$ cat src/rtl/nrs_index_seq_if.sv
// Index stream from the NRS index sequencer to the demapper/estimator.
// The producer holds index and tags stable while out_valid is high and out_ready is low.
interface nrs_index_seq_if;
  logic       out_valid;
  logic       out_ready;
  logic [3:0] index_demap;
  logic       sym_sel;
  logic       port_sel;
  logic       slot_sel;

  modport master (
    output out_valid, index_demap, sym_sel, port_sel, slot_sel,
    input  out_ready
  );

  modport slave (
    input  out_valid, index_demap, sym_sel, port_sel, slot_sel,
    output out_ready
  );
endinterface

$ cat src/rtl/nrs_index_seq.sv
// NRS pilot subcarrier index sequencer: derives v_shift = cell ID mod 6 serially,
// then streams (slot, port, sym, k) pilot rows with a valid/ready handshake.
module nrs_index_seq #(
  parameter int N_PORTS = 1,
  parameter int N_SLOTS = 2
) (
  input  logic               clk,
  input  logic               rst,
  input  logic               start,
  input  logic [8:0]         N_cell_ID,
  output logic [2:0]         v_shift,
  output logic               busy,
  output logic               done,
  output logic               id_err,
  nrs_index_seq_if.master    stream
);
  localparam int N_BEATS = 4 * N_PORTS * N_SLOTS;

  typedef enum logic [1:0] {IDLE, MOD, GEN, DONE} state_t;

  state_t      state_reg, state_next;
  logic [9:0]  rem_reg;
  logic [2:0]  stage_reg;
  logic [4:0]  beat_reg;

  // Divisor for each restoring stage: 6 << stage (entry 7 is never selected).
  logic [9:0]  div_tbl [0:7];
  genvar gi;
  generate
    for (gi = 0; gi < 8; gi++) begin : g_div
      assign div_tbl[gi] = 10'(6 << gi);
    end
  endgenerate

  logic [9:0]  div_cur;
  logic [9:0]  rem_sub;
  assign div_cur = div_tbl[stage_reg];
  assign rem_sub = (rem_reg >= div_cur) ? (rem_reg - div_cur) : rem_reg;

  // Beat counter bit fields, innermost first: k, sym, port, slot.
  logic beat_k, beat_sym, beat_port, beat_slot;
  assign beat_k    = beat_reg[0];
  assign beat_sym  = beat_reg[1];
  assign beat_port = (N_PORTS == 2) ? beat_reg[2] : 1'b0;
  assign beat_slot = (N_SLOTS == 2) ? ((N_PORTS == 2) ? beat_reg[3] : beat_reg[2]) : 1'b0;

  logic [4:0] tri_sum, idx_sum, idx_r1, idx_r2;
  assign tri_sum = 5'(beat_sym) + 5'(beat_port);
  assign idx_sum = 5'(v_shift) + tri_sum + (tri_sum << 1) + (beat_k ? 5'd6 : 5'd0);
  assign idx_r1  = (idx_sum >= 5'd12) ? (idx_sum - 5'd12) : idx_sum;
  assign idx_r2  = (idx_r1  >= 5'd12) ? (idx_r1  - 5'd12) : idx_r1;

  logic fire, last_fire, load;
  assign fire      = stream.out_valid & stream.out_ready;
  assign last_fire = fire && (beat_reg == 5'(N_BEATS));
  assign load      = (state_reg == GEN) && (!stream.out_valid || fire) &&
                     (beat_reg != 5'(N_BEATS));

  assign busy = (state_reg != IDLE);

  always_ff @(posedge clk or posedge rst) begin
    if (rst) state_reg <= IDLE;
    else     state_reg <= state_next;
  end

  always_comb begin
    state_next = state_reg;
    case (state_reg)
      IDLE:    if (start) state_next = MOD;
      MOD:     if (stage_reg == 3'd0) state_next = GEN;
      GEN:     if (last_fire) state_next = DONE;
      DONE:    state_next = IDLE;
      default: state_next = IDLE;
    endcase
  end

  always_ff @(posedge clk or posedge rst) begin
    if (rst) begin
      rem_reg            <= '0;
      stage_reg          <= '0;
      beat_reg           <= '0;
      v_shift            <= '0;
      id_err             <= 1'b0;
      done               <= 1'b0;
      stream.out_valid   <= 1'b0;
      stream.index_demap <= '0;
      stream.sym_sel     <= 1'b0;
      stream.port_sel    <= 1'b0;
      stream.slot_sel    <= 1'b0;
    end else begin
      done <= (state_reg == GEN) && last_fire;
      case (state_reg)
        IDLE: begin
          if (start) begin
            rem_reg   <= {1'b0, N_cell_ID};
            stage_reg <= 3'd6;
            beat_reg  <= '0;
            id_err    <= (N_cell_ID > 9'd503);
          end
        end
        MOD: begin
          rem_reg   <= rem_sub;
          stage_reg <= stage_reg - 3'd1;
          if (stage_reg == 3'd0) v_shift <= rem_sub[2:0];
        end
        GEN: begin
          if (load) begin
            stream.out_valid   <= 1'b1;
            stream.index_demap <= idx_r2[3:0];
            stream.sym_sel     <= beat_sym;
            stream.port_sel    <= beat_port;
            stream.slot_sel    <= beat_slot;
            beat_reg           <= beat_reg + 5'd1;
          end else if (last_fire) begin
            stream.out_valid   <= 1'b0;
          end
        end
        default: ;
      endcase
    end
  end
endmodule

$ cat src/flat_wrapper.sv
// flat-port wrapper written by rule: the top's interface ports become plain ports
module nrs_index_seq_flat 
#(
  parameter int N_PORTS = 1,
  parameter int N_SLOTS = 2
)
  (clk, rst, start, N_cell_ID, v_shift, busy, done, id_err, stream_out_valid, stream_index_demap, stream_sym_sel, stream_port_sel, stream_slot_sel, stream_out_ready);
  nrs_index_seq_if stream_i ();
  input  logic clk;
  input  logic rst;
  input  logic start;
  input  logic [8:0] N_cell_ID;
  output logic [2:0] v_shift;
  output logic busy;
  output logic done;
  output logic id_err;
  output wire logic [$bits(stream_i.out_valid)-1:0] stream_out_valid;
  output wire logic [$bits(stream_i.index_demap)-1:0] stream_index_demap;
  output wire logic [$bits(stream_i.sym_sel)-1:0] stream_sym_sel;
  output wire logic [$bits(stream_i.port_sel)-1:0] stream_port_sel;
  output wire logic [$bits(stream_i.slot_sel)-1:0] stream_slot_sel;
  input wire logic [$bits(stream_i.out_ready)-1:0] stream_out_ready;
  assign stream_out_valid = stream_i.out_valid;
  assign stream_index_demap = stream_i.index_demap;
  assign stream_sym_sel = stream_i.sym_sel;
  assign stream_port_sel = stream_i.port_sel;
  assign stream_slot_sel = stream_i.slot_sel;
  assign stream_i.out_ready = stream_out_ready;
  nrs_index_seq #(.N_PORTS(N_PORTS), .N_SLOTS(N_SLOTS)) u_core (.clk(clk), .rst(rst), .start(start), .N_cell_ID(N_cell_ID), .v_shift(v_shift), .busy(busy), .done(done), .id_err(id_err), .stream(stream_i));
endmodule
$ cat config.mk
export PLATFORM = sky130hd
export DESIGN_NAME = nrs_index_seq_flat
export DESIGN_NICKNAME = d
export VERILOG_FILES = /design/src/rtl/nrs_index_seq_if.sv /design/src/rtl/nrs_index_seq.sv /design/src/flat_wrapper.sv
export SDC_FILE = /design/constraint.sdc
export NUM_CORES = 1
export LEC_CHECK = 0
export ABC_AREA = 1
export CAP_MARGIN = 20
export CELL_PAD_IN_SITES_DETAIL_PLACEMENT = 1
export CELL_PAD_IN_SITES_GLOBAL_PLACEMENT = 1
export CORE_ASPECT_RATIO = 1.2
export CORE_MARGIN = 10
export CORE_UTILIZATION = 40
export CTS_CLUSTER_DIAMETER = 50
export DETAILED_ROUTE_END_ITERATION = 10
export PLACE_DENSITY_LB_ADDON = 0.1
export SLEW_MARGIN = 10
export SYNTH_ARGS = -nofsm -noshare
export SYNTH_HDL_FRONTEND = slang
export SYNTH_SLANG_ARGS = --single-unit
$ cat constraint.sdc
create_clock -name clk -period 3.7 [get_ports clk]
set_input_delay 0.74 -clock clk [delete_from_list [all_inputs] [get_ports clk]]
set_output_delay 0.74 -clock clk [all_outputs]
set_load 0.05 [all_outputs]
==> results.json, run 1 <==
{
  "cts_max_level": 2,
  "cts_buffer_depth": 2,
  "path_cells": "ha_1 > ha_1 > fa_1 > ha_1 > fa_2 > ha_4 > a31oi_4 > nand2_1 > nand2_1 > nand2_1 > ha_1 > nand3_1 > nand2_1 > nor2_2 > nand3_1 > nand2_1 > nand3_1 > nand2_1",
  "hold_violations": 0,
  "max_cap_violations": 0,
  "synth_area_leader_cell": "dfrtp_1",
  "syn_area_per_cell_sq_um": 7.24,
  "netlist_instances": 329,
  "hold_ws_ns": 0.482,
  "critPathMaxFanout": 4,
  "buffer_ports.inserted": 25,
  "setup_viol": 0,
  "synth_seq_cells": 32,
  "status": "completed",
  "clk_latency_ns": 0.28,
  "power_density_mw_per_mm2": 962,
  "crit_arrival_ns": 3.80,
  "cts_buffers": 5,
  "synth_ff_type": "dfrtp_1",
  "slew_violations": 0,
  "worst_setup_hold_path_clk_slew_ns": 0.07,
  "grt_max_degree": 19,
  "grt_pass1_vias": 2330,
  "hold_class": "flop to flop",
  "drive_gt1_share_pct": 8.56,
  "fin_ws_ns": 0.117,
  "io_pins": 27,
  "core_sq_mm": 0.00571,
  "yosysWarnings": 0,
  "wl_per_cell_um": 14.0,
  "multi_input_area_sq_mm": 0.00141,
  "die_y_um": 105,
  "place_ws_ns": 0.0537,
  "cp-end-kind": "flop",
  "peakVddDrop_mv": 0.481,
  "fp.dieW_um": 90.5,
  "drtIter0Drc": 42,
  "worst_path_max_delay_cell": "fa_2",
  "skew_ns": 0.00457,
  "antenna_found_initial": 0,
  "drc": 0,
  "ctsHoldBuffers": 0,
  "grt_overflow": 0,
  "synth_top_area_share_pct": 33.6,
  "via_count": 2151,
  "die-area_sq_mm": 0.00946,
  "grt_pass1_wl_um": 10600,
  "synth.area.top_cells": "dfrtp_1, nand2_1, ha_1",
  "synth_area_sq_mm": 0.00238,
  "yosys-top-cells-count": "nand2_1, inv_1, nand3_1",
  "ys_types": 34,
  "hpwl_um": 5090,
  "synth-edff-count": 0,
  "root_buffer": "clkbuf_8",
  "num_rows": 30,
  "tightest_slew_ns": 0.613,
  "design_area_sq_mm": 0.00290,
  "area_growth_pct": 21.8,
  "placed_area_sq_mm": 0.00273,
  "syn_nets": 369,
  "critPathRequiredTime_ns": 3.92,
  "cts_tree": "built",
  "n_antenna_cell": 0,
  "finalWirelength_um": 6170,
  "start_kind": "flop",
  "seqCellArea_sq_um": 801,
  "fillers": 759,
  "first_pass_iters": 4,
  "cts.sinks": 32,
  "ant_nets": 0,
  "track_usage_pct": 13.2,
  "cpPeakStageDelay_ns": 0.50,
  "max_slew_margin_pct": 59.1,
  "largest_reg_flops": 10,
  "vias_per_cell": 4.87,
  "place_congestion": 0.795,
  "fmax_mhz": 279,
  "nNetsFinal": 401,
  "synth_most_common_cell": "nand2_1",
  "yosysSeqAreaShare_pct": 33.6,
  "start_util_pct": 41.8,
  "async_flop_share_pct": 100,
  "fin_crit_ns": 3.58,
  "critical_path_class": "flop to flop",
  "crit_path_frequent_cell": "nand2_1",
  "period_share_pct": 96.8,
  "p_leak_nw": 1.55
}
==> layer usage <==
metal | up-vias | GRT usage, % | routed length [um]
li1 | 1112 | - | -
met1 | 1001 | 13.8 | 2530
met2 | 26 | 24.9 | 3370
met3 | 12 | 2.43 | 118
met4 | 0 | 5.47 | 157
met5 | - | 0 | 0
==> worst max-delay path: cells and delay by family (launching register included) <==
| family | cells | cell delay [ns] |
|---|---|---|
| simple gates | 10 | 0.89 |
| compound gates | 1 | 0.20 |
| flops | 1 | 0.40 |
| fa+ha+maj | 7 | 2.03 |
==> what timing repair did <==
action / 4_1_cts / 5_1_grt
gates resized for setup: 0 / 6
setup buffers: 0 / 2
setup endpoints to repair: 0 / 2
==> through the flow <==
| stage | total power [mW] | utilization (%) | setup TNS (ns) | instances |
|---|---|---|---|---|
| final | 2.79 | 50.9 | 0 | 442 |
| after global routing | 3.10 | 50.9 | -0.0393 | 442 |
| after CTS | 2.80 | 50.0 | 0 | 440 |
| after detailed placement | 2.42 | 47.8 | 0 | 432 |
| after global placement | 2.37 | 47.8 | 0 | 432 |
| after floorplan | 1.94 | - | 0 | 329 |
==> placed cells by master, fill, tap and decap left out, drive strengths merged <==
cell,netlist,final
buf,2,4
nor3,1,1
ha,24,24
fa,3,3
a21oi,10,10
xnor2,1,1
bufinv,0,1
clkdlybuf4s50,0,25
a31oi,3,3
o21a,1,1
nand3,34,34
nor2,21,21
nand4,5,5
nand2,113,113
inv,49,49
nand3b,1,1
conb,1,1
a22oi,2,2
clkbuf,2,7
mux2i,1,1
or2,1,1
o31ai,2,2
o21ai,14,14
and3,1,1
dfrtp,32,32
xor2,5,5
==> power by group <==
group / total, mW / internal, mW / switching, mW
Clock: 0.368 / 0.238 / 0.130
Sequential: 0.586 / 0.479 / 0.107
Combinational: 1.84 / 0.621 / 1.22
==> kinds of logic after synthesis <==
logic type / count (synthesis) / share of synthesized area [%]
compound gates: 32 / 8.19
xor+xnor: 6 / 2.20
fa+ha+maj: 27 / 15.1
buf+inv: 53 / 8.56
flops: 32 / 33.6
mux: 1 / 0.420
other cells: 1 / 0.157
simple gates: 177 / 31.8
==> worst paths after layout <==
path                                                             to  slack (ns)  cells after the start                         startpoint
hold / removal                    u_core.stream.sym_sel$_DFFE_PP0P_        0.48                      2  u_core.stream.sym_sel$_DFFE_PP0P_
hold reg to reg                   u_core.stream.sym_sel$_DFFE_PP0P_        0.48                      2  u_core.stream.sym_sel$_DFFE_PP0P_
min in group asynchronous                     u_core.done$_DFF_PP0_        0.83                      2                                rst
setup reg to reg           u_core.stream.index_demap[3]$_DFFE_PP0P_        0.12                     18      u_core.v_shift[0]$_DFFE_PP0P_
max in group asynchronous           u_core.stage_reg[2]$_DFFE_PP0P_        2.19                      3                                rst
setup / recovery           u_core.stream.index_demap[3]$_DFFE_PP0P_        0.12                     18      u_core.v_shift[0]$_DFFE_PP0P_
==> cell type report <==
type	count	area share [%]
multi-input combinational	244	48.6
clock inverter	1	1.03
timing repair buffer	29	9.66
clock buffer	7	3.32
inverter	49	6.34
sequential	32	27.6
tap	80	3.45
No activity file was read; power rests on OpenSTA's default activity.
==> inputs of run 2 (changes only) <==
--- a/config.mk
+++ b/config.mk
@@ -14,6 +14,7 @@
 export CORE_UTILIZATION = 40
 export CTS_CLUSTER_DIAMETER = 50
 export DETAILED_ROUTE_END_ITERATION = 10
+export DONT_BUFFER_PORTS = 1
 export PLACE_DENSITY_LB_ADDON = 0.1
 export SLEW_MARGIN = 10
 export SYNTH_ARGS = -nofsm -noshare
==> run 2 against run 1 <==
Net effect:
- register-to-register slack improved by 0.05 ns
- first-iteration DRC count decreased by 19%
- utilization decreased by 4.8 points
- highest routed layer unchanged
- sequential power increased by 22%
- critical path type unchanged
- total power decreased by 5.4%
==> results.json, run 2 (synthesized netlist as in run 1, its figures left out) <==
{
  "multi_input_area_sq_mm": 0.00140,
  "fp.dieW_um": 90.5,
  "final_cell_mix": "nand2_1, inv_1, nand3_1",
  "cts_buffer_depth": 2,
  "rrSetupSlack_ns": 0.17,
  "peakVddDrop_mv": 0.412,
  "p_leak_nw": 1.45,
  "rr_worst_depth": 18,
  "rr_startpoint": "u_core.v_shift[0]$_DFFE_PP0P_",
  "io_pins": 27,
  "place_congestion": 0.804,
  "core_sq_mm": 0.00571,
  "start_kind": "flop",
  "cp-startpoint": "u_core.v_shift[0]$_DFFE_PP0P_",
  "seqCellArea_sq_um": 801,
  "die-area_sq_mm": 0.00946,
  "critPathRequiredTime_ns": 3.92,
  "crit_arrival_ns": 3.75,
  "grt_max_degree": 33,
  "cts_buffers": 5,
  "track_usage_pct": 13.3,
  "num_rows": 30,
  "buffer_ports.inserted": 0,
  "drc": 0,
  "worst_setup_hold_path_clk_slew_ns": 0.07,
  "vias_per_cell": 4.93,
  "grt_pass1_vias": 2204,
  "largest_reg_flops": 10,
  "max_cap_violations": 0,
  "finalWirelength_um": 5910,
  "grt_overflow": 0,
  "wl_per_cell_um": 14.1,
  "design_area_sq_mm": 0.00263,
  "slew_violations": 0,
  "hpwl_um": 4900,
  "period_share_pct": 95.5,
  "die_y_um": 105,
  "cts_tree": "built",
  "skew_ns": 0.0116,
  "cts.sinks": 32,
  "clk_latency_ns": 0.29,
  "hold_class": "input port to async pin",
  "antenna_found_initial": 0,
  "ctsHoldBuffers": 0,
  "start_util_pct": 41.8,
  "fmax_mhz": 283,
  "nNetsFinal": 377,
  "cp-end-kind": "flop",
  "layout.cells.most_common": "nand2_1",
  "drive_gt1_share_pct": 8.58,
  "hold_violations": 0,
  "cts_max_level": 2,
  "ant_nets": 0,
  "via_count": 2060,
  "hold_ws_ns": 0.424,
  "placed_area_sq_mm": 0.00250,
  "critical_path_class": "flop to flop",
  "fin_crit_ns": 3.53,
  "timing.rr.end": "u_core.stream.index_demap[3]$_DFFE_PP0P_",
  "critPathMaxFanout": 4,
  "area_growth_pct": 10.2,
  "first_pass_iters": 4,
  "root_buffer": "clkbuf_8",
  "max_slew_margin_pct": 62.5,
  "n_antenna_cell": 0,
  "setup_viol": 0,
  "drtIter0Drc": 34,
  "post-cts-setup-buffers": 0,
  "power_density_mw_per_mm2": 1010,
  "final_util_pct": 46.0,
  "fillers": 757,
  "tightest_slew_ns": 0.563,
  "grt_pass1_wl_um": 10600,
  "status": "completed"
}
==> run 2: cell type report <==
type / instances / share of cell area (%)
Clock buffer: 6 / 2.76
Clock inverter: 2 / 1.33
Inverter: 49 / 7.00
Multi-Input combinational cell: 244 / 53.2
Sequential cell: 32 / 30.5
Tap cell: 80 / 3.81
Timing Repair Buffer: 5 / 1.43
==> run 2: per-stage QoR <==
step | cells | power, mW | worst slack [ns] | setup TNS (ns)
CTS | 418 | 2.69 | 0.0499 | 0
detailed placement | 410 | 2.33 | 0.0267 | 0
floorplan | 329 | 1.94 | 0.0478 | 0
global route | 418 | 2.98 | -0.00461 | -0.00461
finish | 418 | 2.64 | 0.165 | 0
global placement | 410 | 2.29 | 0.212 | 0
==> run 2: worst max-delay path: stages, from the launching register on <==
cell	delay, ns
dfrtp_1	0.38
ha_1	0.21
ha_1	0.30
fa_1	0.42
ha_1	0.20
fa_1	0.49
ha_2	0.23
a31oi_4	0.22
inv_1	0.06
nand2_1	0.09
nand2_1	0.08
ha_1	0.20
nand3_1	0.07
nand2_1	0.05
nor2_1	0.13
nand3_1	0.13
nand2_1	0.08
nand3_1	0.07
nand2_1	0.06
==> run 2: worst max path at each step <==
stage                                                     endpoint  cells after the start
after CTS                 u_core.stream.index_demap[3]$_DFFE_PP0P_                     18
after floorplan           u_core.stream.index_demap[2]$_DFFE_PP0P_                     17
after global placement    u_core.stream.index_demap[3]$_DFFE_PP0P_                     17
after global routing      u_core.stream.index_demap[2]$_DFFE_PP0P_                     17
final                     u_core.stream.index_demap[3]$_DFFE_PP0P_                     18
after detailed placement  u_core.stream.index_demap[3]$_DFFE_PP0P_                     18
==> run 2: power by group <==
part / internal [mW] / switching (mW)
Clock: 0.200 / 0.131
Combinational: 0.535 / 1.06
Sequential: 0.477 / 0.237
==> run 2: timing repair <==
| item | 4_1_cts | 5_1_grt |
|---|---|---|
| hold endpoints to repair | 0 | 0 |
| cloned | 0 | 0 |
| setup endpoints to repair | 1 | 2 |
| resized for setup | 1 | 2 |
==> run 2: per-layer routing <==
layer,GRT usage [%],part of all wire [%],routed length (um),up-vias
li1,-,-,-,1060
met1,14.6,42,2470,966
met2,24.2,53,3140,24
met3,2.65,2.6,153,10
met4,5.81,2.4,144,0
met5,0,0,0,-
==> inputs of run 3 (changes only) <==
--- a/config.mk
+++ b/config.mk
@@ -16,6 +16,7 @@
 export DETAILED_ROUTE_END_ITERATION = 10
 export DONT_BUFFER_PORTS = 1
 export PLACE_DENSITY_LB_ADDON = 0.1
+export SKIP_CTS_REPAIR_TIMING = 1
 export SLEW_MARGIN = 10
 export SYNTH_ARGS = -nofsm -noshare
 export SYNTH_HDL_FRONTEND = slang
==> run 3 against run 2 <==
Net effect:
- first-iteration DRC count shrank 2.9%
- utilization is the same
- non-clock buffer count is the same
- final area is the same
- fmax is essentially flat
- wire length shrank 0.69%
- via count shrank 0.19%
- critical path depth is the same
- combinational power is essentially flat
- worst hold slack gained 0.0011 ns
- register-to-register slack is essentially flat
- sequential power is essentially flat
- critical path type unchanged
- largest power group unchanged
==> results.json, run 3 (synthesized netlist as in run 1, its figures left out) <==
{
  "status": "completed",
  "period_share_pct": 95.5,
  "worst_path_max_delay_cell": "fa_1",
  "peakVddDrop_mv": 0.412,
  "cp-end-kind": "flop",
  "hpwl_um": 4900,
  "power.switching_mw": 1.42,
  "ant_nets": 0,
  "hold_class": "input port to async pin",
  "place_congestion": 0.804,
  "final_util_pct": 46.0,
  "slew_violations": 0,
  "grt_overflow": 0,
  "critPathRequiredTime_ns": 3.92,
  "cts_max_level": 2,
  "finalWirelength_um": 5870,
  "final_cell_mix": "nand2_1, inv_1, nand3_1",
  "cts_buffers": 5,
  "sequentialPowerShare_pct": 27.1,
  "antenna_found_initial": 0,
  "num_rows": 30,
  "via_count": 2056,
  "crit_path_frequent_cell": "nand2_1",
  "core_sq_mm": 0.00571,
  "fp.dieW_um": 90.5,
  "p_comb_share_pct": 60.4,
  "start_kind": "flop",
  "drtIter0Drc": 33,
  "n_antenna_cell": 0,
  "io_pins": 27,
  "layout.cells.most_common": "nand2_1",
  "hold_ws_ns": 0.425,
  "grt_pass1_wl_um": 10500,
  "skew_ns": 0.0114,
  "p_leak_nw": 1.45,
  "fmax_mhz": 283,
  "start_util_pct": 41.8,
  "design_area_sq_mm": 0.00263,
  "place_ws_ns": 0.0267,
  "p_sw_share_pct": 54.0,
  "drive_gt1_share_pct": 8.58,
  "hold_violations": 0,
  "intPower_mw": 1.21,
  "fin_crit_ns": 3.53,
  "drc": 0,
  "crit_arrival_ns": 3.75,
  "placed_area_sq_mm": 0.00250,
  "vias_per_cell": 4.92,
  "power_density_mw_per_mm2": 1000,
  "tns_ns": 0,
  "tightest_slew_ns": 0.560,
  "worst_setup_hold_path_clk_slew_ns": 0.07,
  "cts_buffer_depth": 2,
  "grt_max_degree": 33,
  "clk_latency_ns": 0.28,
  "buffer_ports.inserted": 0,
  "cts.sinks": 32,
  "critPathMaxFanout": 4,
  "pwr-share-clk_pct": 12.5,
  "die_y_um": 105,
  "max_slew_margin_pct": 62.7,
  "path_cells": "ha_1 > ha_1 > fa_1 > ha_1 > fa_1 > ha_2 > a31oi_4 > inv_1 > nand2_1 > nand2_1 > ha_1 > nand3_1 > nand2_1 > nor2_1 > nand3_1 > nand2_1 > nand3_1 > nand2_1",
  "setup_viol": 0,
  "nNetsFinal": 377,
  "root_buffer": "clkbuf_8",
  "largest_reg_flops": 10,
  "cpPeakStageDelay_ns": 0.49,
  "first_pass_iters": 4,
  "wl_per_cell_um": 14.0,
  "area_growth_pct": 10.2,
  "fin_ws_ns": 0.166,
  "cts_tree": "built",
  "die-area_sq_mm": 0.00946,
  "critical_path_class": "flop to flop",
  "max_cap_violations": 0,
  "grt_pass1_vias": 2203,
  "track_usage_pct": 13.3
}
[run 3: cell type report]
cell class	count	area [sq um]
tap	80	100
sequential	32	801
inverter	49	184
clock buffer	6	72.6
timing repair buffer	5	37.5
fill	758	3080
multi-input combinational	244	1400
clock inverter	2	35.0
[run 3: per-stage QoR]
step / power [mW] / std cells
3_5_place_dp: 2.33 / 410
5_1_grt: 2.97 / 418
4_1_cts: 2.68 / 418
2_1_floorplan: 1.94 / 329
3_3_place_gp: 2.29 / 410
6_report: 2.64 / 418
[run 3: path summary, 6_finish.rpt]
kind,cells after the start,end,slack [ns],startpoint
max,18,u_core.stream.index_demap[3]$_DFFE_PP0P_,0.17,u_core.v_shift[0]$_DFFE_PP0P_
min,2,u_core.done$_DFF_PP0_,0.43,rst
max reg2reg,18,u_core.stream.index_demap[3]$_DFFE_PP0P_,0.17,u_core.v_shift[0]$_DFFE_PP0P_
min reg2reg,1,u_core.stage_reg[0]$_DFFE_PP0P_,0.51,u_core.stage_reg[0]$_DFFE_PP0P_
max in group asynchronous,2,u_core.stream.index_demap[2]$_DFFE_PP0P_,2.97,rst
min in group clk,1,u_core.stage_reg[0]$_DFFE_PP0P_,0.51,u_core.stage_reg[0]$_DFFE_PP0P_
[run 3: critical path, delay by kind of cell, from the launching register on]
kind                     cells  cell delay (ns)
adder cells (fa/ha/maj)      7             2.05
AND/OR/NAND/NOR              9             0.76
flip-flops                   1             0.38
AO/OA/AOI/OAI                1             0.22
buffers and inverters        1             0.06
[run 3: power by group through the flow]
stage / sequential, mW / clock [mW] / combinational, mW
6_report: 0.714 / 0.330 / 1.59
5_1_grt: 0.734 / 0.358 / 1.88
4_1_cts: 0.718 / 0.346 / 1.62
3_5_place_dp: 0.725 / 0 / 1.61
3_3_place_gp: 0.720 / 0 / 1.57
2_1_floorplan: 0.700 / 0 / 1.24
[run 3: routing by layer]
metal | vias to the layer above | GRT usage [%] | share of wire [%]
li1 | 1061 | - | -
met1 | 961 | 14.5 | 42
met2 | 24 | 24.0 | 53
met3 | 10 | 2.65 | 2.6
met4 | 0 | 5.81 | 2.5
met5 | - | 0 | 0
==> RTL edit 1, RTL diff (config.mk and constraints of run 1) <==
Reset style: synchronous (`rst`), changed in 2 clocked blocks.
--- a/src/rtl/nrs_index_seq.sv
+++ b/src/rtl/nrs_index_seq.sv
@@ -58,7 +58,7 @@
 
   assign busy = (state_reg != IDLE);
 
-  always_ff @(posedge clk or posedge rst) begin
+  always_ff @(posedge clk) begin
     if (rst) state_reg <= IDLE;
     else     state_reg <= state_next;
   end
@@ -74,7 +74,7 @@
     endcase
   end
 
-  always_ff @(posedge clk or posedge rst) begin
+  always_ff @(posedge clk) begin
     if (rst) begin
       rem_reg            <= '0;
       stage_reg          <= '0;
Formal check against the unedited RTL: differs if rst is asserted again (counterexample within 4 cycles, from zero or initial values and one cycle with rst high); with rst held inactive, the same outputs for 10 cycles.
==> RTL edit 1 against run 1 <==
Sequential cell count is the same; final cell count increased by 0.45%; wire length fell by 1.2%; area after synthesis down 2.3%; sequential power down 3%; critical endpoint is now u_core.stream.index_demap[2]; setup slack better by 0.23 ns; power grew 3.8%; final area decreased by 4.9%.
==> RTL edit 1: results (changes against run 1) <==
* Clock Latency Late Sink at 0.28 ns (about the same)
* Sequential share of the synthesized area at 27.5% (-6.1 points)
* Worst R2R Start: u_core.beat_reg[1]
* Leakage power at 0.00132 uW (-15%)
* Cells on worst reg2reg path at 18 (unchanged)
* Number of distinct standard cells referenced by the synthesized netlist at 41 (+21%)
* Depth of the worst hold-timing path at 2 (unchanged)
* Worst-path clk slew at 0.07 ns (about the same)
* Leading register cell type out of synthesis: sky130_fd_sc_hd__dfxtp_1
* Routability cong. at 0.801 (+0.69%)
* Via count of the first global-routing pass at 2299 (-1.3%)
* Number of diodes at 0 (unchanged)
* Number of port buffers at 25 (unchanged)
* Via count of the routed design at 2205 (+2.5%)
* Normalized max-slew margin at 60.7% (+1.6 points)
* Number of H-tree levels at 2 (unchanged)
* Setup slack of the most critical reg-to-reg path at 0.35 ns (+0.23 ns)
* Hold crit path type: reg2reg
* First-pass GRT wire length at 10600 microns (+0.40%)
* Worst setup slack before clock tree synthesis at 0.257 ns (+0.203 ns)
* Crit Reg-Reg Endpoint: u_core.stream.index_demap[2]
* Arrival time reported for the critical path endpoint at 3.57 ns (-0.23 ns)
* Mapped Nets at 377 (+2.2%)
* Final min period at 3.35 ns (-0.231 ns)
* Quantity of gates resized following cts at 0 (unchanged)
* Routed length per instance at 13.7 microns (-1.7%)
* Post-synth ARST share at 0% (-100 points)
* DP Wirelength at 5050 microns (-0.73%)
* Highest net fanout along the worst path at 5 (+1)
* Source of the worst hold timing path: u_core.id_err
* Global routing usage summed across all routing layers at 13.9% (+0.66 points)
* Clock Tree Buf Depth at 2 (unchanged)
* Max IR drop VDD at 0.000442 V (-8.1%)
* Setup repair bufs after CTS at 0 (unchanged)
* Hold EP: u_core.id_err
* Clk root buf: sky130_fd_sc_hd__clkbuf_8
* Status: finished clean
* Number of buffers created by CTS at 5 (unchanged)
* Fraction of final layout cells sized beyond drive strength 1 at 10.2% (+1.6 points)
* Total Nets Final at 404 (+0.75%)
* Largest net degree at the start of global routing at 20 (+1)
* Max reg flops at 10 (unchanged)
* Most numerous cell types in the synthesized netlist: sky130_fd_sc_hd__nand2_1 (76), sky130_fd_sc_hd__inv_1 (42), sky130_fd_sc_hd__nor2_1 (40)
* Synth area leaders: sky130_fd_sc_hd__dfxtp_1 (27%), sky130_fd_sc_hd__ha_1 (13%), sky130_fd_sc_hd__nand2_1 (12%), sky130_fd_sc_hd__inv_1 (6.8%), sky130_fd_sc_hd__nor2_1 (6.4%)
* Number of warning messages in the yosys log at 0 (unchanged)
* Initial DRT Pass Iterations at 5 (+1)
* Post-route clock skew at 0.00410 ns (-0.000470 ns)
* Number of antenna violations at the first check in global routing at 0 (unchanged)
* First-iteration detailed-routing DRC count at 42 (unchanged)
## RTL edit 1: power breakdown
group	internal (uW)	switching, uW
combinational	696	1340
sequential	466	104
clock	166	130
## RTL edit 1: routing by layer
metal  track usage, %  wire length, microns
met5                0                     0
met4             3.19                    97
met3             2.82                   138
met2             25.7                  3380
met1             15.1                  2480
## RTL edit 1: cell type report
type	count	area [sq um]
inverter	46	173
sequential	32	642
tap	80	100
multi-input combinational	253	1490
timing repair buffer	26	258
clock buffer	7	96.3
fill	739	2910
## RTL edit 1: cells by family (layout without fill, tap and decap cells)
kind of cell	count (synthesis)	count (layout)	share of synthesized area [%]
compound gates	58	58	14.4
xor+xnor	6	6	2.26
fa+ha+maj	27	27	15.5
buf+inv	52	79	8.97
flops	32	32	27.5
mux	1	1	0.430
other cells	1	1	0.161
simple gates	160	160	30.8
## RTL edit 1: worst max-delay path: stages, from the launching register on
cell	delay [ns]
sky130_fd_sc_hd__dfxtp_2	0.35
sky130_fd_sc_hd__ha_1	0.20
sky130_fd_sc_hd__ha_1	0.21
sky130_fd_sc_hd__xor2_1	0.15
sky130_fd_sc_hd__ha_1	0.29
sky130_fd_sc_hd__ha_1	0.21
sky130_fd_sc_hd__fa_1	0.55
sky130_fd_sc_hd__ha_2	0.21
sky130_fd_sc_hd__nand2_1	0.08
sky130_fd_sc_hd__nand3_2	0.10
sky130_fd_sc_hd__inv_1	0.06
sky130_fd_sc_hd__nand2_1	0.07
sky130_fd_sc_hd__nand2_1	0.08
sky130_fd_sc_hd__ha_1	0.21
sky130_fd_sc_hd__a22oi_2	0.18
sky130_fd_sc_hd__nand3_1	0.12
sky130_fd_sc_hd__nand2_1	0.07
sky130_fd_sc_hd__nand2_1	0.04
sky130_fd_sc_hd__a21oi_1	0.10
## RTL edit 1: worst max-delay path by stage
| stage | start | to | cells after the start |
|---|---|---|---|
| 3_5_place_dp | u_core.beat_reg[1] | u_core.stream.index_demap[2] | 17 |
| 4_1_cts | u_core.beat_reg[1] | u_core.stream.index_demap[2] | 18 |
| 5_1_grt | u_core.beat_reg[1] | u_core.stream.index_demap[3] | 17 |
| 6_report | u_core.beat_reg[1] | u_core.stream.index_demap[2] | 18 |
| 3_3_place_gp | u_core.beat_reg[1] | u_core.stream.index_demap[2] | 17 |
| 2_1_floorplan | u_core.v_shift[0] | u_core.stream.index_demap[2] | 17 |
## RTL edit 1: stage by stage
step,instance area (sq um),instances,utilization (%),hold WS [ns]
finish,2760,444,48.7,0.474
global placement,2650,437,46.8,0.461
CTS,2750,444,48.5,0.477
global route,2760,444,48.7,0.500
floorplan,2330,337,-,0.450
detailed placement,2650,437,46.8,0.467
==> RTL edit 2, RTL diff (settings of run 1) <==
Made on the original files. Encoding of `state_t`: now Gray code (2 bits for 4 states).
--- a/src/rtl/nrs_index_seq.sv
+++ b/src/rtl/nrs_index_seq.sv
@@ -16,7 +16,7 @@
 );
   localparam int N_BEATS = 4 * N_PORTS * N_SLOTS;
 
-  typedef enum logic [1:0] {IDLE, MOD, GEN, DONE} state_t;
+  typedef enum logic [1:0] {IDLE = 2'b00, MOD = 2'b01, GEN = 2'b11, DONE = 2'b10} state_t;
 
   state_t      state_reg, state_next;
   logic [9:0]  rem_reg;
Function: no difference found for any inputs over 10 cycles, from zero or initial values and one cycle with rst high; not proved beyond that.
==> RTL edit 2 against run 1 <==
Synthesized cell count down 2.1%; sequential cell count stayed put; setup slack worse by 0.0041 ns; area after synthesis is essentially flat; wire length up 4.2%; final area decreased by 1.6%; core utilization down 0.83 points; critical path type unchanged.
Power is not shown: default switching activity piles up to over one toggle a cycle in this logic, so the estimate is an artifact.
==> RTL edit 2: results (changes against run 1) <==
* Global routing usage summed across all routing layers at 13.6% (+0.37 points)
* Number of warning messages in the yosys log at 0 (unchanged)
* First-pass GRT wire length at 10800 microns (+1.8%)
* Fraction of the mapped netlist area in compound gates at 7.46% (-0.73 points)
* Post-route clock skew at 0.00495 ns (+0.000379 ns)
* Routed length per instance at 14.8 microns (+6.2%)
* Fraction of synthesized area in multiplexers at 0.420% (about the same)
* XOR/XNOR share of the synthesized area at 2.21% (about the same)
* Via/cell ratio at 4.93 (+1.4%)
* Via count of the first global-routing pass at 2342 (+0.52%)
* Sequential share of the synthesized area at 33.6% (about the same)
* Worst-path clk slew at 0.07 ns (about the same)
* First-iteration detailed-routing DRC count at 67 (+60%)
* Clock Tree Buf Depth at 2 (unchanged)
* Fraction of final layout cells sized beyond drive strength 1 at 14.1% (+5.6 points)
* Largest net degree at the start of global routing at 20 (+1)
* Highest net fanout along the worst path at 3 (-1)
* Arrival time reported for the critical path endpoint at 3.76 ns (-0.04 ns)
* Most numerous cell types in the synthesized netlist: sky130_fd_sc_hd__nand2_1 (103), sky130_fd_sc_hd__inv_1 (43), sky130_fd_sc_hd__dfrtp_1 (32)
* Slew @ Worst Pin at 0.718 ns (+0.105 ns)
* Arithmetic-cell share of the synthesized area counting full adders, half adders and majority gates at 13.0% (-2.1 points)
* DP Wirelength at 5120 microns (+0.65%)
* Total Nets Final at 389 (-3.0%)
* Setup repair bufs after CTS at 3 (+3)
* Status: finished clean
* Quantity of gates resized following cts at 3 (+3)
* Count of fill cells added during filler insertion at 741 (-2.4%)
* Number of antenna violations at the first check in global routing at 0 (unchanged)
* Synth area leaders: sky130_fd_sc_hd__dfrtp_1 (34%), sky130_fd_sc_hd__nand2_1 (16%), sky130_fd_sc_hd__ha_1 (11%), sky130_fd_sc_hd__inv_1 (6.8%), sky130_fd_sc_hd__nand3_1 (5.5%)
* Routability cong. at 0.792 (-0.48%)
* Post-synth ARST share at 100% (unchanged)
* Mapped Nets at 358 (-3.0%)
==> RTL edit 2: path summary, 6_finish.rpt <==
kind	slack (ns)	endpoint	cells after the start	from
setup / recovery	0.11	u_core.stream.index_demap[3]	20	u_core.v_shift[0]
hold / removal	0.48	u_core.id_err	2	u_core.id_err
setup reg to reg	0.11	u_core.stream.index_demap[3]	20	u_core.v_shift[0]
hold reg to reg	0.48	u_core.id_err	2	u_core.id_err
max in group asynchronous	2.15	u_core.id_err	3	rst
min in group asynchronous	0.87	u_core.stream.out_valid	2	rst
==> RTL edit 2: kinds of logic (layout without fill, tap and decap cells) <==
logic type      count (synthesis)  count (layout)
compound gates                 30              30
buf+inv                        53              85
xor+xnor                        6               6
flops                          32              32
simple gates                  176             176
other cells                     1               1
fa+ha+maj                      23              23
mux                             1               1
==> RTL edit 2: cell type report <==
type	instances	area share (%)
Clock buffer	6	2.89
Clock inverter	2	0.351
Inverter	47	6.18
Multi-Input combinational cell	237	48.9
Sequential cell	32	28.1
Tap cell	80	3.51
Timing Repair Buffer	30	10.1
==> RTL edit 2: worst max-delay path, stage by stage, from the launching register on <==
cell and delay [ns]:
sky130_fd_sc_hd__dfrtp_2 0.43, sky130_fd_sc_hd__ha_4 0.18, sky130_fd_sc_hd__ha_4 0.21, sky130_fd_sc_hd__fa_1 0.42, sky130_fd_sc_hd__ha_2 0.19, sky130_fd_sc_hd__fa_1 0.48, sky130_fd_sc_hd__ha_2 0.22, sky130_fd_sc_hd__nand3_1 0.10
sky130_fd_sc_hd__nand2_1 0.07, sky130_fd_sc_hd__or2_2 0.28, sky130_fd_sc_hd__nand2_2 0.09, sky130_fd_sc_hd__inv_1 0.06, sky130_fd_sc_hd__ha_1 0.19, sky130_fd_sc_hd__nand3_1 0.11, sky130_fd_sc_hd__nand3_2 0.09, sky130_fd_sc_hd__inv_2 0.08
sky130_fd_sc_hd__nand2_1 0.06, sky130_fd_sc_hd__nand2_1 0.06, sky130_fd_sc_hd__inv_1 0.05, sky130_fd_sc_hd__nand2_1 0.06, sky130_fd_sc_hd__nand2_1 0.04
==> RTL edit 2: through the flow <==
step | hold WS (ns) | area [sq um] | cells | setup WS (ns)
5_1_grt | 0.516 | 2860 | 434 | -0.0639
2_1_floorplan | 0.471 | 2380 | 322 | 0.0950
6_report | 0.483 | 2860 | 434 | 0.113
4_1_cts | 0.493 | 2820 | 433 | 0.00482
3_3_place_gp | 0.470 | 2700 | 422 | 0.119
3_5_place_dp | 0.472 | 2700 | 422 | -0.0655
==> RTL edit 2: layer usage <==
layer / routed length [microns] / track usage (%)
met1: 2470 / 13.7
met2: 3750 / 26.9
met3: 125 / 2.72
met4: 88 / 3.99
met5: 0 / 0
